[config.mk]
export PLATFORM = sky130hd
export DESIGN_NAME = mul_iter
export DESIGN_NICKNAME = d
export VERILOG_FILES = /design/src/rtl/mul_iter.sv
export SDC_FILE = /design/constraint.sdc
export NUM_CORES = 1
export LEC_CHECK = 0
export ABC_AREA = 1
export CAP_MARGIN = 20
export CELL_PAD_IN_SITES_DETAIL_PLACEMENT = 1
export CELL_PAD_IN_SITES_GLOBAL_PLACEMENT = 1
export CORE_ASPECT_RATIO = 0.7
export CORE_MARGIN = 2
export CORE_UTILIZATION = 38
export DETAILED_ROUTE_END_ITERATION = 6
export GPL_ROUTABILITY_DRIVEN = 0
export PLACE_DENSITY_LB_ADDON = 0.1
export SLEW_MARGIN = 25
export SYNTH_ARGS = -nofsm -noshare
export SYNTH_HDL_FRONTEND = slang
export SYNTH_SLANG_ARGS = --single-unit
[constraint.sdc]
create_clock -name Clock -period 2.5 [get_ports Clock]
set_input_delay 0.5 -clock Clock [delete_from_list [all_inputs] [get_ports Clock]]
set_output_delay 0.5 -clock Clock [all_outputs]
set_load 0.02 [all_outputs]
[src/rtl/mul_iter.sv]
// Iterative 32x32->64 shift-add multiplier with valid/ready result handshake.
// Define MUL_RADIX4_EN to retire two multiplier bits per RUN cycle (16 iterations instead of 32).
module mul_iter (
    input  logic        Clock,
    input  logic        nReset,
    input  logic        Start,
    input  logic [5:0]  Func,
    input  logic [31:0] A,
    input  logic [31:0] B,
    input  logic        Flush,
    input  logic        Ready,
    output logic        Busy,
    output logic        Valid,
    output logic [63:0] Out,
    output logic [5:0]  FuncOut,
    output logic        ACCEn
);

`ifdef MUL_RADIX4_EN
    localparam int unsigned NumIter = 16;
    localparam int unsigned Step    = 2;
`else
    localparam int unsigned NumIter = 32;
    localparam int unsigned Step    = 1;
`endif

    localparam logic [5:0] FnMadd  = 6'b000000;
    localparam logic [5:0] FnMaddu = 6'b000001;
    localparam logic [5:0] FnMsub  = 6'b000100;
    localparam logic [5:0] FnMsubu = 6'b000101;

    typedef enum logic [1:0] {StIdle, StRun, StFix, StDone} state_e;

    state_e      state_q;
    logic [5:0]  cnt_q;
    logic [63:0] mcand_q;
    logic [31:0] mplier_q;
    logic [63:0] prod_q;
    logic        neg_q;
    logic [5:0]  func_q;
    logic [63:0] out_q;
    logic [5:0]  func_out_q;
    logic        accen_q;
    logic        busy_q;
    logic        valid_q;

    logic        accept;
    logic        op_signed;
    logic [31:0] mag_a;
    logic [31:0] mag_b;
    logic [63:0] addend;
    logic [63:0] prod_fix;
    logic        is_acc;

    always_comb begin
        accept    = Start && !Flush &&
                    ((state_q == StIdle) || ((state_q == StDone) && Ready));
        op_signed = ~Func[0];
        mag_a     = (op_signed && A[31]) ? (~A + 32'd1) : A;
        mag_b     = (op_signed && B[31]) ? (~B + 32'd1) : B;
`ifdef MUL_RADIX4_EN
        addend = '0;
        unique case (mplier_q[1:0])
            2'd0: addend = '0;
            2'd1: addend = mcand_q;
            2'd2: addend = mcand_q << 1;
            2'd3: addend = mcand_q + (mcand_q << 1);
        endcase
`else
        addend = mplier_q[0] ? mcand_q : '0;
`endif
        prod_fix = neg_q ? (~prod_q + 64'd1) : prod_q;
        is_acc   = 1'b0;
        case (func_q)
            FnMadd, FnMaddu, FnMsub, FnMsubu: is_acc = 1'b1;
            default:                          is_acc = 1'b0;
        endcase
    end

    always_ff @(posedge Clock or negedge nReset) begin
        if (!nReset) begin
            state_q    <= StIdle;
            cnt_q      <= '0;
            mcand_q    <= '0;
            mplier_q   <= '0;
            prod_q     <= '0;
            neg_q      <= 1'b0;
            func_q     <= '0;
            out_q      <= '0;
            func_out_q <= '0;
            accen_q    <= 1'b0;
            busy_q     <= 1'b0;
            valid_q    <= 1'b0;
        end else if (Flush) begin
            // Result registers keep their last values; only the handshake is dropped.
            state_q <= StIdle;
            busy_q  <= 1'b0;
            valid_q <= 1'b0;
        end else if (accept) begin
            state_q  <= StRun;
            func_q   <= Func;
            mcand_q  <= {32'd0, mag_a};
            mplier_q <= mag_b;
            prod_q   <= '0;
            neg_q    <= op_signed && (A[31] ^ B[31]);
            cnt_q    <= 6'(NumIter);
            busy_q   <= 1'b1;
            valid_q  <= 1'b0;
        end else begin
            unique case (state_q)
                StIdle: ;
                StRun: begin
                    // Counter reaching zero costs one extra RUN cycle before FIX.
                    if (cnt_q == 6'd0) begin
                        state_q <= StFix;
                    end else begin
                        prod_q   <= prod_q + addend;
                        mcand_q  <= mcand_q << Step;
                        mplier_q <= mplier_q >> Step;
                        cnt_q    <= cnt_q - 6'd1;
                    end
                end
                StFix: begin
                    out_q      <= prod_fix;
                    func_out_q <= func_q;
                    accen_q    <= is_acc;
                    busy_q     <= 1'b0;
                    valid_q    <= 1'b1;
                    state_q    <= StDone;
                end
                StDone: begin
                    if (Ready) begin
                        valid_q <= 1'b0;
                        state_q <= StIdle;
                    end
                end
            endcase
        end
    end

    assign Busy    = busy_q;
    assign Valid   = valid_q;
    assign Out     = out_q;
    assign FuncOut = func_out_q;
    assign ACCEn   = accen_q;

endmodule

==> results of run 1 <==
-- worst paths after layout --
path	end	slack, ns	startpoint
max	prod_q[52]	-0.07	mplier_q[0]
min	func_q[5]	0.41	nReset
max reg2reg	prod_q[52]	-0.07	mplier_q[0]
min reg2reg	Out[29]	0.48	Out[29]
max in group asynchronous	Out[51]	1.30	nReset
min in group Clock	func_q[2]	0.47	Func[2]
-- cell usage after synthesis, types with 6 or more instances --
cell and instances:
a21oi_1 106, buf_6 8, o22ai_1 43, nor2_1 269, o21ai_0 181, nand3_2 6
nand4_1 38, inv_1 605, buf_2 40, clkbuf_1 28, o211ai_1 8, o221ai_1 15
inv_2 14, ha_1 68, nand2_1 1229, nor3_1 23, o21ai_1 25, xor2_1 39
or2_2 10, nand2_2 10, nand3_1 231, nor2_2 19, dfrtp_1 248
-- layout make-up --
type                    instances  area, sq um  area share
multi-input cells            2378        12790      0.4807
well taps                     684        855.8     0.03215
clock inverters                13        168.9    0.006346
repair buffers                377         3447      0.1295
clock buffers                  40        807.0     0.03032
flip-flops and latches        248         6208      0.2333
diodes                          1        2.502  0.00009402
inverters                     621         2333     0.08767
-- per-stage QoR --
step | std cells | hold WS (ns)
global placement | 4302 | 0.4446
finish | 4362 | 0.4148
global route | 4362 | 0.4725
floorplan | 3331 | 0.2044
CTS | 4360 | 0.4409
detailed placement | 4302 | 0.4628
-- report_power, final --
| group | switching, mW | internal (mW) | total, mW |
|---|---|---|---|
| combinational | 9.15 | 5.56 | 14.7 |
| sequential | 1.28 | 5.41 | 6.69 |
| clock | 1.91 | 2.58 | 4.49 |
| total | 12.3 | 13.5 | 25.9 |
-- routing by layer --
metal / track usage / vias up / routed length (um)
met5: 0 / - / 8
met4: 0.03525 / 2 / 1079
met3: 0.05334 / 80 / 6830
met2: 0.4611 / 689 / 36520
met1: 0.4770 / 11500 / 42590
li1: - / 10970 / -
-- state kept, by name, summed over array words and instances (netlist names) --
signal and flops:
mplier_q 32, state_q 2, cnt_q 6, Valid 1
prod_q 64, mcand_q 64, FuncOut 6, func_q 6
Busy 1, neg_q 1, ACCEn 1, Out 64
-- layout by cell type (no fill, tap or decap), types with 17 or more instances in the layout --
master           Yosys  final
a21oi_1            106     76
a21oi_2              0     29
buf_12               0     19
buf_4                3    209
clkbuf_16            0     29
clkdlybuf4s50_1      0    146
dfrtp_1            248    246
ha_4                 0     53
inv_1              605    582
inv_2               14     37
nand2_1           1229   1134
nand2_2             10     90
nand2_4              2     17
nand3_1            231    213
nand3_2              6     20
nand4_1             38     38
nor2_1             269    217
nor2_2              19     42
nor2_4               5     34
o21ai_0            181    168
o21ai_1             25     33
o22ai_1             43     43
xor2_1              39     39
-- logic make-up after synthesis --
kind of cell	after synthesis
xor+xnor	43
simple gates	1864
flops	248
fa+ha+maj	69
buf+inv	705
compound gates	402
-- timing repair --
item / 4_1_cts / 5_1_grt
endpoints found under the setup margin: 48 / 50
pin swaps: 8 / 9
hold buffers: 1 / 0
buffers inserted: 4 / 1
gates resized for setup: 116 / 259
endpoints found under the hold margin: 48 / 0
==> flow_summary.toml, run 1 <==
[run_status]
outcome = "finished, violations left"
failed_checks = "negative setup slack"

[worst_setup_path]
cp.required_ns = 2.97
path_class = "reg2reg"
crit_buf_inv = 4
critical_path_cell_count = 16
cpPeakStageDelay_ns = 0.46
path_delay_family = "simple AND/OR/NAND/NOR gates"
cp.arrival_ns = 3.04
end_kind = "flop"
crit_chain = "buf_12, buf_12, nand2_1, inv_1, ha_4, nand2_2, nor2_4, nand2_1, inv_1, nand2_1, nor2_2, nand2_1, nand2_1, nand2_1, nand3_1, nand2_1"
crit_path_top_delay_cell = "dfrtp_2"
cp-start-kind = "flop"
cpMostUsedCell = "nand2_1"
path_max_fanout = 23
reg2reg_depth = 16

[logic_synthesis]
synth-compound-area-share = 0.1108
ys.flop_type = "dfrtp_1"
avgSynthCellArea_sq_um = 6.057
netlist_top_cells_area = "dfrtp_1 31%, nand2_1 23%, inv_1 11%"
synthCells = 3331
synth_top_area_frac = 0.3076
synth_mux_area_frac = 0
synth_cell_types = 51
async_flop_share = 1.000
synth_top_family_by_area = "simple AND/OR/NAND/NOR gates"
synth_xor_area_frac = 0.01867
syn-cell-area_sq_um = 20180
synth-simple-area-share = 0.3827
synth_edf_count = 0
yosys.area.top_type = "dfrtp_1"
seq_area_frac_synth = 0.3076
yosysWarnings = 0
yosys.area_share.adder = 0.04316
syn_nets = 3475
synth-seq-cells = 248

[sta]
drv_slew = 0
slew_headroom = 0.6439
period_share = 1.027
clock.fmax_mhz = 389.5
grt_setup_unrepaired = "yes"
period_needed_ns = 2.567
worstMarginPinSlew_ns = 0.5336
hold_viol = 0
setup_viol = 10
skew_ns = 0.01267
fin_ws_ns = -0.06721
tns_ns = -0.3612

[global_routing]
grt_max_degree = 95
gr-total-overflow = 0
grt_pass1_vias = 23600
grt_pass1_wl_mm = 134.0
grt_use_total = 0.3095
antenna_found_initial = 2

[placed_design]
place_area_sq_um = 23990
port_buffers = 147
post-place-ws_ns = -0.2847
hpwl_mm = 67.68

[clocking]
cts.sinks = 248
cts_made_buffers = 29
cts.clk_slew.worst_paths_ns = 0.07
cts_tree = "yes"
cts_max_level = 1
root_buffer = "clkbuf_16"
insertion_delay_ns = 0.60
cts_buffer_depth = 3

[cells_and_area]
drive_gt1_frac = 0.1770
synthToLayoutAreaGrowth_pct = 31.92
utilization = 0.5082
fill_cells = 6902
design_area_sq_um = 26620
nets = 3799

[routing]
num_vias = 23240
drt_iter0_drc = 1734
wl_per_cell_um = 19.95
drtPass1Iterations = 5
vias_per_cell = 5.328
ant_nets = 0
route.detailed.drc = 0
routed_wl_mm = 87.03

[power]
leakage_nw = 14.21
vdd_drop_max_mv = 0.4483
p_per_area_nw_per_um2 = 972.3
finalPower_mw = 25.88

[floorplan]
dieArea_sq_um = 54990
start_util = 0.3852
die_w_um = 279.4
io_pins = 148
coreArea_sq_um = 52380
fp-row-count = 70
die_h_um = 196.8

[worst_hold_path]
hp-class = "in2async"

[job]
drv_cap = 0
No activity file was read; power rests on OpenSTA's default activity.
==> run 2, diff against run 1 <==
==> constraint.sdc (replaced) <==
create_clock -name Clock -period 2.5 [get_ports Clock]
set_input_delay 0.5 -clock Clock [delete_from_list [all_inputs] [get_ports Clock]]
set_output_delay 0.5 -clock Clock [all_outputs]
set_load 0.05 [all_outputs]
==> results of run 2 <==
The final DEF is identical to that of run 1. Status: finished, violations left: negative setup slack.
Main changes from that run: total power 25.88 mW -> 27.00 mW; worst IR drop on VDD 0.4483 mV -> 0.4677 mV
==> run 3, diff against run 2 <==
==> constraint.sdc (replaced) <==
create_clock -name Clock -period 2.5 [get_ports Clock]
set_input_delay 0.5 -clock Clock [delete_from_list [all_inputs] [get_ports Clock]]
set_output_delay 0.5 -clock Clock [all_outputs]
set_load 0.01 [all_outputs]
==> results of run 3 <==
The final DEF is identical to that of run 1. Status: finished, violations left: negative setup slack.
Main changes from that run: total power 25.88 mW -> 25.50 mW
